File: src/rtl/dtc_walk_ctrl.sv
`default_nettype none
// ============================================================================
// Module      : dtc_walk_ctrl
// Description : Table-driven decision-tree evaluator. The node table is held in
//               a 2**AW x ENTRY_W register file. Each accepted feature vector
//               walks the table from the root (address 0), reading one node per
//               cycle, until it reaches a leaf. The result is that leaf's
//               class word.
//               A walk that keeps hitting internal nodes is aborted once
//               MAX_DEPTH internal nodes have been traversed, and it then
//               reports an error.
// Ports       : clk, rst             - clock and asynchronous active-high reset
//               cfg_we/addr/wdata    - node table write port (only taken while idle)
//               busy                 - controller is not idle
//               in_valid/ready/data  - feature vector stream
//               out_valid/ready      - result handshake
//               out_data             - leaf class word (0 on error)
//               out_depth            - internal nodes traversed
//               out_err              - walk aborted at MAX_DEPTH
// Revision    : 1.0 - initial release
// ============================================================================
module dtc_walk_ctrl #(
    parameter int IN_W      = 11,
    parameter int OUT_W     = 11,
    parameter int AW        = 6,
    parameter int FW        = 4,
    parameter int MAX_DEPTH = 8,   // must fit the 4-bit out_depth
    parameter int ENTRY_W   = 1 + (((FW + 2*AW) > OUT_W) ? (FW + 2*AW) : OUT_W)
) (
    input  logic               clk,
    input  logic               rst,
    input  logic               cfg_we,
    input  logic [AW-1:0]      cfg_addr,
    input  logic [ENTRY_W-1:0] cfg_wdata,
    output logic               busy,
    input  logic               in_valid,
    output logic               in_ready,
    input  logic [IN_W-1:0]    in_data,
    output logic               out_valid,
    input  logic               out_ready,
    output logic [OUT_W-1:0]   out_data,
    output logic [3:0]         out_depth,
    output logic               out_err
);

    localparam logic [1:0] c_IDLE      = 2'd0;
    localparam logic [1:0] c_WALK      = 2'd1;
    localparam logic [1:0] c_DONE      = 2'd2;
    localparam int         c_NODES     = 2**AW;
    localparam logic [3:0] c_MAX_DEPTH = 4'(MAX_DEPTH);

    logic [1:0]         r_state;
    logic [AW-1:0]      r_ptr;
    logic [3:0]         r_depth;
    logic [IN_W-1:0]    r_data;
    logic [ENTRY_W-1:0] r_table [c_NODES];

    logic [ENTRY_W-1:0] w_entry;
    logic               w_leaf;
    logic [FW-1:0]      w_fidx;
    logic [AW-1:0]      w_true;
    logic [AW-1:0]      w_false;
    logic [2**FW-1:0]   w_fvec;
    logic               w_fbit;

    assign busy     = (r_state != c_IDLE);
    assign in_ready = (r_state == c_IDLE);

    // The node table is deliberately left out of reset so that a programmed
    // tree survives a reset. Writes are only honoured while idle, so the table
    // never changes under a walk in progress. A write that lands on the same
    // edge as an accept is still visible to the first WALK read.
    always_ff @(posedge clk) begin
        if (cfg_we && (r_state == c_IDLE)) begin
            r_table[cfg_addr] <= cfg_wdata;
        end
    end

    // Decode the node at the current pointer
    assign w_entry = r_table[r_ptr];
    assign w_leaf  = w_entry[ENTRY_W-1];
    assign w_fidx  = w_entry[FW+2*AW-1:2*AW];
    assign w_true  = w_entry[2*AW-1:AW];
    assign w_false = w_entry[AW-1:0];

    // Zero-extend the feature vector to the full index range. Feature indices
    // at or above IN_W then read as 0 without a separate range compare.
    always_comb begin
        w_fvec            = '0;
        w_fvec[IN_W-1:0]  = r_data;
    end
    assign w_fbit = w_fvec[w_fidx];

    always_ff @(posedge clk or posedge rst) begin
        if (rst) begin
            r_state   <= c_IDLE;
            r_ptr     <= '0;
            r_depth   <= '0;
            r_data    <= '0;
            out_valid <= 1'b0;
            out_data  <= '0;
            out_depth <= '0;
            out_err   <= 1'b0;
        end else begin
            case (r_state)
                c_IDLE: begin
                    if (in_valid) begin
                        r_data  <= in_data;
                        r_ptr   <= '0;
                        r_depth <= '0;
                        r_state <= c_WALK;
                    end
                end
                c_WALK: begin
                    if (w_leaf) begin
                        out_data  <= w_entry[OUT_W-1:0];
                        out_depth <= r_depth;
                        out_err   <= 1'b0;
                        out_valid <= 1'b1;
                        r_state   <= c_DONE;
                    end else if (r_depth == c_MAX_DEPTH) begin
                        // Another internal node after MAX_DEPTH hops means
                        // the table loops or is too deep, so the walk is abandoned.
                        out_data  <= '0;
                        out_depth <= c_MAX_DEPTH;
                        out_err   <= 1'b1;
                        out_valid <= 1'b1;
                        r_state   <= c_DONE;
                    end else begin
                        r_ptr   <= w_fbit ? w_true : w_false;
                        r_depth <= r_depth + 4'd1;
                    end
                end
                c_DONE: begin
                    // Return to IDLE first, so a new vector is only accepted
                    // on the following cycle.
                    if (out_ready) begin
                        out_valid <= 1'b0;
                        r_state   <= c_IDLE;
                    end
                end
                default: begin
                    r_state <= c_IDLE;
                end
            endcase
        end
    end

endmodule
`default_nettype wire

File: config.mk
export PLATFORM = sky130hd
export DESIGN_NAME = dtc_walk_ctrl
export DESIGN_NICKNAME = d
export VERILOG_FILES = /design/src/rtl/dtc_walk_ctrl.sv
export SDC_FILE = /design/constraint.sdc
export NUM_CORES = 1
export LEC_CHECK = 0
export CAP_MARGIN = 20
export CORE_AREA = 5 5 289 291
export CTS_CLUSTER_SIZE = 8
export DETAILED_ROUTE_END_ITERATION = 6
export DIE_AREA = 0 0 294 296
export HOLD_SLACK_MARGIN = 0.1
export PLACE_DENSITY = 0.76
export SLEW_MARGIN = 20
export SYNTH_ARGS = -nofsm -noshare
export SYNTH_HDL_FRONTEND = slang
export SYNTH_SLANG_ARGS = --single-unit
File: constraint.sdc
create_clock -name clk -period 9.8 [get_ports clk]
set_input_delay 1.47 -clock clk [delete_from_list [all_inputs] [get_ports clk]]
set_output_delay 1.47 -clock clk [all_outputs]
set_load 0.01 [all_outputs]
==> results.md <==
* Maximum clock rate at 0.2003 GHz
* CP max stage delay at 1.08 ns
* Number of flops mapped to enable cells by yosys at 1088
* Total number of vias at 21900
* Worst setup EP type: flop
* Reg2Reg Setup Slack at 4.81 ns
* Chip width at 294 um
* Most common flop cell mapped by yosys: edfxtp_1
* DRT Wirelength at 109100 um
* Post-Synth Adder-Cell Area at 0.0005698
* Final hold vios at 0
* Row cnt at 104
* Met3 WL at 12110 um
* Startpoint types: flop
* Status: finished clean
* Slew @ Worst Pin at 1.248 ns
* Worst Skew at 0.01894 ns
* Global-route wire length before repair at 158000 um
* Rel. slew slack at 0.1651
* Vias per cell at 6.745
* Synthesized area at 43920 sq um
* Yosys warns at 0
* Tcrit/Tclk final at 0.5094
* Period minus WS final at 4.992 ns
* Met1 Routed Length at 40260 um
* Synth Area in XOR/XNOR at 0.0003988
* Fin nets at 2182
* Clk sink count at 1128
* First drt pass iteration count at 5
* Synth Area in Compound Gates at 0.02014
* Critical path, cell by cell: buf_4 -> mux4_2 -> o211ai_1 -> o311ai_0 -> o221a_2 -> mux2i_1 -> and2_1 -> a211o_1 -> o2111ai_1
* Detail Route Antenna Nets at 0
* Post-synth cell types at 64
* Vert. Die Dim at 296 um
* Clock H-tree levels at 4
* RSZ-0062 raised after global routing: false
* I/O pin cnt at 58
* Clock Latency Late Sink at 0.73 ns
* CTS tree: built
* Initial Utilization at 0.5470
* Initial antenna violation count at 8
* Top-count cell post-synth: edfxtp_1
* Worst-path clk slew at 0.06 ns
* Mux cell area share after synthesis at 0.1753
* Post-synth ARST share at 0.03546
* Largest family of logic cells by synthesized area: multiplexers
* Largest net degree at the start of global routing at 130
* Cts repair resizes at 0
* Hold Buf Count CTS at 0
* Wire per inst at 33.61 um
* Gr ovfl total at 0
* Layout area overhead at 14.61%
* Root buffer cell: clkbuf_16
* Port Buffers at 57
* Final worst-path setup slack at 4.808 ns
* Peak VDD IR at 0.1781 mV
* Sequential area share after synthesis at 0.7667
* Worst path buffer plus inverter count at 1
* Top post-synthesis cells by count: edfxtp_1, mux4_2, nor2_1, mux2i_1, nand2_1
* WS Path Type: reg2reg
* # DRC at 0
* Syn Inst Count at 1943
* Slew Viols, Final at 0
* Syn avg cell area at 22.60 sq um
* Crit Path Max Fanout at 54
* Simple-gate area share of the yosys netlist at 0.02177
* Worst EP arrival at 5.56 ns
* Via count of the first global-routing pass at 22440
* CP max stage cell: dfrtp_4
* Highest Signal Layer: met5
* Worst EP required at 10.37 ns
* Setup TNS at 0 ns
* Post-place setup slack at 4.936 ns
* #FFs+latches synth at 1128
* Share of post-route cells with drive strength above 1 at 0.3043
* Post-Syn Nets at 1984
* CTS Buf Count at 159
* Final setup viols at 0
* Dpl hpwl at 58390 um
* Hold WC Path Type: reg2reg
* CP top delay family: compound AO/OA/AOI/OAI gates
* Routed wl met2 at 52500 um
* Total global-route track usage at 0.2536
* Post-CTS Repair Setup Buffers at 0
* Pleak at 0.01569 uW
* Core box area at 80290 sq um
* Cell taking the most area after synthesis: edfxtp_1
* Max_cap viols at 0
* Synth area leaders: edfxtp_1, mux4_2, dfrtp_1
* Placer congestion estimate at 0.9552
* CTS Buffer Depth at 3
* DRT iter0 DRCs at 3204
* Top cell type's share of synthesized area at 0.7439
* Die area at 87020 sq um
* PD cells at 259.7 nW/um^2
## final timing paths
check,start,to,cells after the start
max,r_ptr[2],r_ptr[3],9
min,r_data[3],r_data[3],1
max reg2reg,r_ptr[2],r_ptr[3],9
min reg2reg,r_data[3],r_data[3],1
max in group asynchronous,rst,r_ptr[1],3
min in group asynchronous,rst,r_data[7],3
## worst reg2reg max path: cells and delay by family, from the launching register on
family,cells,cell delay [ns]
AO/OA/AOI/OAI,5,1.33
multiplexers,2,1.32
flip-flops,1,1.08
buffers and inverters,1,0.78
AND/OR/NAND/NOR,1,0.34
## metal layers
layer | global-route usage | up-vias
met4 | 0.08974 | 4
met2 | 0.3994 | 1537
li1 | - | 8588
met3 | 0.06276 | 242
met5 | 0 | -
met1 | 0.3549 | 11530
## metrics by stage
step | hold WS [ns] | total power (uW) | instance area, sq um | utilization | cells
finish | 0.5162 | 13070 | 50340 | 0.6270 | 3247
global route | 0.5335 | 13480 | 50330 | 0.6269 | 3245
CTS | 0.5170 | 13100 | 50280 | 0.6263 | 3244
detailed placement | 0.5081 | 8247 | 45930 | 0.5721 | 3039
global placement | 0.4932 | 8201 | 45890 | 0.5716 | 3039
floorplan | 0.4800 | 7370 | 43920 | - | 1943
## cell type report
type	instances	area [sq um]
Clock inverter	12	160.2
Multi-Input combinational cell	702	9777
Tap cell	1060	1326
Sequential cell	1128	33680
Antenna cell	2	5.005
Timing Repair Buffer	134	1134
Clock buffer	193	4192
Inverter	16	61.31
Fill cell	5052	29950
## sequential cells by signal (all words and copies together) (netlist names)
signal	flops
r_depth	4
out_err	1
r_table	1088
r_state	2
out_depth	4
r_data	11
r_ptr	6
out_data	11
out_valid	1
## power by group
group | switching [uW] | internal (uW)
logic | 1480 | 1160
registers | 167 | 5400
clock network | 1910 | 2960
## cell usage in the layout, fill, tap and decap left out, types with 7 or more instances in the layout
cell	count
nor2_1	23
clkbuf_1	30
nor2b_1	13
and2_1	9
nor2_4	7
nand2_1	50
clkdlybuf4s50_1	40
a22oi_1	22
mux2i_1	54
a22o_1	16
mux4_2	308
o21ai_0	11
nand3_1	16
inv_1	15
clkbuf_16	163
buf_4	87
o211ai_1	8
dfrtp_1	37
edfxtp_1	1088
a21oi_1	9
nor2_2	57
mux2_2	13
## kinds of logic after synthesis
group / after synthesis
XOR/XNOR: 2
buffers and inverters: 113
adder cells (fa/ha/maj): 2
AND/OR/NAND/NOR: 207
multiplexers: 378
AO/OA/AOI/OAI: 113
flip-flops: 1128
Power figures use the tool's default switching activity.
==> RTL edit 1: new RTL, same flow settings <==
Set the parameter `OUT_W` to 9 (it was 11).
--- a/src/rtl/dtc_walk_ctrl.sv
+++ b/src/rtl/dtc_walk_ctrl.sv
@@ -21,7 +21,7 @@
 // ============================================================================
 module dtc_walk_ctrl #(
     parameter int IN_W      = 11,
-    parameter int OUT_W     = 11,
+    parameter int OUT_W     = 9,
     parameter int AW        = 6,
     parameter int FW        = 4,
     parameter int MAX_DEPTH = 8,   // must fit the 4-bit out_depth
Interface: changed (resized out_data); port bits go from 58 to 56. The function was not compared with the original's and may differ.
==> RTL edit 1 against the original RTL <==
Non-clock buffer count shrank 13; sequential cell count shrank 2; fmax shrank 6.3%; clock skew grew 1.6 ps; worst hold slack lost 7.4 ps; total power shrank 2.3%; largest cell class unchanged; area after synthesis shrank 0.86%; final area shrank 0.61%; wire length shrank 0.34%; largest power group unchanged; setup slack lost 340 ps; sequential power is essentially flat.
==> RTL edit 1: results <==
{
  "vias": 21500,
  "p_leak_nw": 15.5,
  "cts_sinks": 1126,
  "fin_nets": 2084,
  "antenna_cells": 4,
  "synth_common_cells": "edfxtp_1 (1088), mux4_2 (335), nor2_1 (82), dfrtp_1 (38)",
  "async_flop_share_pct": 3.37,
  "fillers": 5042,
  "worstPathArrival_ps": 5890,
  "multi_input_cells": 624,
  "ys_top_cells_by_area": "edfxtp_1 (75%), mux4_2 (17%), dfrtp_1 (2.2%)",
  "outcome": "finished, final reports clean",
  "buf_share_pct": 2.08,
  "dp_cells": 2942,
  "initialDrtViolationCount": 3074,
  "min_delay_worst_endpoint": "out_data[6]",
  "grt_pass1_vias": 22200,
  "r2r-start": "r_ptr[0]",
  "reg.largest.list": "r_table (1088), r_data (11), out_data (9)",
  "grt_pass1_wl_um": 157000,
  "reg2reg_depth": 10,
  "multi_input_area_um2": 9650,
  "r2r-end": "r_ptr[0]",
  "hp-start": "out_data[6]",
  "final-clk-cell-share_pct": 8.64,
  "syn_inst": 1858,
  "portBuffers": 55,
  "grt_usage_pct": 25.3,
  "firstDrtPassIters": 6,
  "synth_cell_types": 58
}
## RTL edit 1: metal layers
metal,wire length (um),global-route usage [%]
met1,38000,34.0
met2,54300,40.9
met3,11700,6.13
met4,4690,10.3
met5,31,0
## RTL edit 1: cell families (layout without fill, tap and decap cells)
group	count (synthesis)	after routing	synth area share, %
other cells	0	4	0
flops	1126	1126	77.2
simple gates	169	169	1.81
mux	376	376	18.3
fa+ha+maj	2	2	0.0575
xor+xnor	2	2	0.0402
buf+inv	108	321	1.16
compound gates	75	75	1.39
## RTL edit 1: power by group through the flow
stage | combinational [W] | sequential [W] | clock, W
after floorplan | 0.00163 | 0.00552 | 0
after global placement | 0.00228 | 0.00562 | 0
after detailed placement | 0.00235 | 0.00562 | 0
after CTS | 0.00237 | 0.00554 | 0.00490
after global routing | 0.00250 | 0.00555 | 0.00513
final | 0.00239 | 0.00554 | 0.00484
## RTL edit 1: through the flow
step | setup WS (ps) | power, W | cell area (um^2) | util (%) | hold WS, ps
finish | 4470 | 0.0128 | 50000 | 62.3 | 509
global route | 4200 | 0.0132 | 50000 | 62.3 | 530
CTS | 4670 | 0.0128 | 50000 | 62.3 | 504
detailed placement | 4710 | 0.00797 | 45700 | 56.9 | 493
global placement | 4950 | 0.00790 | 45500 | 56.7 | 500
floorplan | 6360 | 0.00715 | 43500 | - | 471
## RTL edit 1: worst max-delay path, stage by stage, from the launching register on
cell	delay [ps]
dfrtp_4	820
buf_12	620
mux4_2	600
mux4_2	510
mux2i_1	550
mux2_2	310
o21ai_0	150
nor2_1	770
a21oi_1	280
inv_1	180
o221ai_1	160
==> RTL edit 2: new RTL, same flow settings <==
Without the edit above. Register the output `out_err` once more, cleared by the reset; this adds one clock of latency there. The other outputs are not delayed to match.
--- a/src/rtl/dtc_walk_ctrl.sv
+++ b/src/rtl/dtc_walk_ctrl.sv
@@ -48,6 +48,8 @@
     localparam logic [1:0] c_DONE      = 2'd2;
     localparam int         c_NODES     = 2**AW;
     localparam logic [3:0] c_MAX_DEPTH = 4'(MAX_DEPTH);
+
+    logic out_err_s0;
 
     logic [1:0]         r_state;
     logic [AW-1:0]      r_ptr;
@@ -100,7 +102,7 @@
             out_valid <= 1'b0;
             out_data  <= '0;
             out_depth <= '0;
-            out_err   <= 1'b0;
+            out_err_s0 <= 1'b0;
         end else begin
             case (r_state)
                 c_IDLE: begin
@@ -115,7 +117,7 @@
                     if (w_leaf) begin
                         out_data  <= w_entry[OUT_W-1:0];
                         out_depth <= r_depth;
-                        out_err   <= 1'b0;
+                        out_err_s0 <= 1'b0;
                         out_valid <= 1'b1;
                         r_state   <= c_DONE;
                     end else if (r_depth == c_MAX_DEPTH) begin
@@ -123,7 +125,7 @@
                         // the table loops or is too deep, so the walk is abandoned.
                         out_data  <= '0;
                         out_depth <= c_MAX_DEPTH;
-                        out_err   <= 1'b1;
+                        out_err_s0 <= 1'b1;
                         out_valid <= 1'b1;
                         r_state   <= c_DONE;
                     end else begin
@@ -146,6 +148,14 @@
         end
     end
 
+    always_ff @(posedge clk or posedge rst) begin
+        if (rst) begin
+            out_err <= '0;
+        end else begin
+            out_err <= out_err_s0;
+        end
+    end
+
 endmodule
 `default_nettype wire
 
Check against the original RTL: same outputs for any inputs over 4 cycles, from zero or initial values and one cycle with rst high; that may be too few to reach the edited logic, so the function may still have changed.
==> RTL edit 2 against the original RTL <==
Sequential cell count rose by 1; setup slack got worse by 220 ps; area after synthesis barely moved; final area rose by 0.11%; total power rose by 0.11%; fmax fell by 4.2%; critical path depth did not move; non-clock buffer count rose by 4; wire length rose by 4.1%; largest cell class unchanged; largest power group unchanged.
==> RTL edit 2: results <==
{
  "drive_above_1_share_pct": 30.6,
  "yosysSeqAreaShare_pct": 76.7,
  "worstPathMaxFanout": 108,
  "wl_um": 114000,
  "synth_cell_types": 64,
  "synth.net_count": 1985,
  "place_hpwl_um": 59600,
  "routedWlPerCell_um": 35.0,
  "grt_antenna_before_repair": 7,
  "vias": 22200,
  "worstPathArrival_ps": 5790,
  "portBuffers": 57,
  "worstMarginPinSlew_ps": 1040,
  "cts_buffer_depth": 3,
  "peakVddDrop_uv": 176,
  "gp_congestion": 0.918,
  "dp_cells": 3044,
  "skew_ps": 22.7,
  "grt_pass1_vias": 22500,
  "async_flop_share_pct": 3.63,
  "grt_max_degree": 141,
  "slowest_delay_ps": 940,
  "outcome": "finished, final reports clean",
  "reg.largest.list": "r_table (1088), out_data (11), r_data (11)",
  "fin_nets": 2187,
  "cp_top_family": "buffers and inverters",
  "p_leak_nw": 15.7,
  "initialDrtViolationCount": 3011,
  "fillers": 5045,
  "ys_top_cells_by_area": "edfxtp_1 (74%), mux4_2 (16%), dfrtp_1 (2.3%)",
  "grt_pass1_wl_um": 162000,
  "pre_cts_ws_ps": 4650,
  "syn_avg_cell_area_um2": 22.6,
  "cts_root_buf": "clkbuf_16",
  "grt_usage_pct": 26.4,
  "synth_common_cells": "edfxtp_1 (1088), mux4_2 (308), nor2_1 (87), mux2i_1 (54), nand2_1 (50)",
  "firstDrtPassIters": 6
}
## RTL edit 2: metrics by stage
stage	total power (W)	cell area [um^2]
detailed placement	0.00826	46000
global placement	0.00823	45900
CTS	0.0131	50300
global route	0.0135	50400
finish	0.0131	50400
floorplan	0.00738	43900
## RTL edit 2: layout make-up
cell class              instances  area (um^2)  share of cell area (%)
flip-flops and latches       1129        33700                    66.9
multi-input cells             702         9760                    19.4
clock buffers                 182         4090                    8.11
well taps                    1060         1330                    2.63
repair buffers                138         1160                    2.31
clock inverters                14          275                   0.546
inverters                      16         61.3                   0.122
diodes                          5         12.5                  0.0248
## RTL edit 2: power breakdown
group	switching [W]	total (W)	internal, W	leakage [nW]
clock	0.00194	0.00487	0.00292	2.12
sequential	0.000154	0.00556	0.00540	10.3
combinational	0.00150	0.00267	0.00117	3.31
total	0.00360	0.0131	0.00949	15.7
## RTL edit 2: worst paths after layout
path / start / end / slack [ps] / depth (start not counted)
min: out_err_s0 / out_err / 380 / 0
max in group asynchronous: rst / r_ptr[1] / 8170 / 3
max: r_ptr[0] / r_ptr[1] / 4590 / 9
max reg2reg: r_ptr[0] / r_ptr[1] / 4590 / 9
min reg2reg: out_err_s0 / out_err / 380 / 0
min in group asynchronous: rst / out_err_s0 / 1190 / 3
## RTL edit 2: cells by family after synthesis
kind of cell,share of synthesized area (%)
buf+inv,1.51
fa+ha+maj,0.0569
flops,76.7
mux,17.5
xor+xnor,0.0399
simple gates,2.18
compound gates,2.01
## RTL edit 2: per-layer routing
layer	vias up	global-route usage [%]	share of wire, %
met5	-	0	0.024
met4	4	9.84	4.0
met3	286	6.79	11
met2	1564	42.5	49
met1	11800	35.5	36
li1	8594	-	-
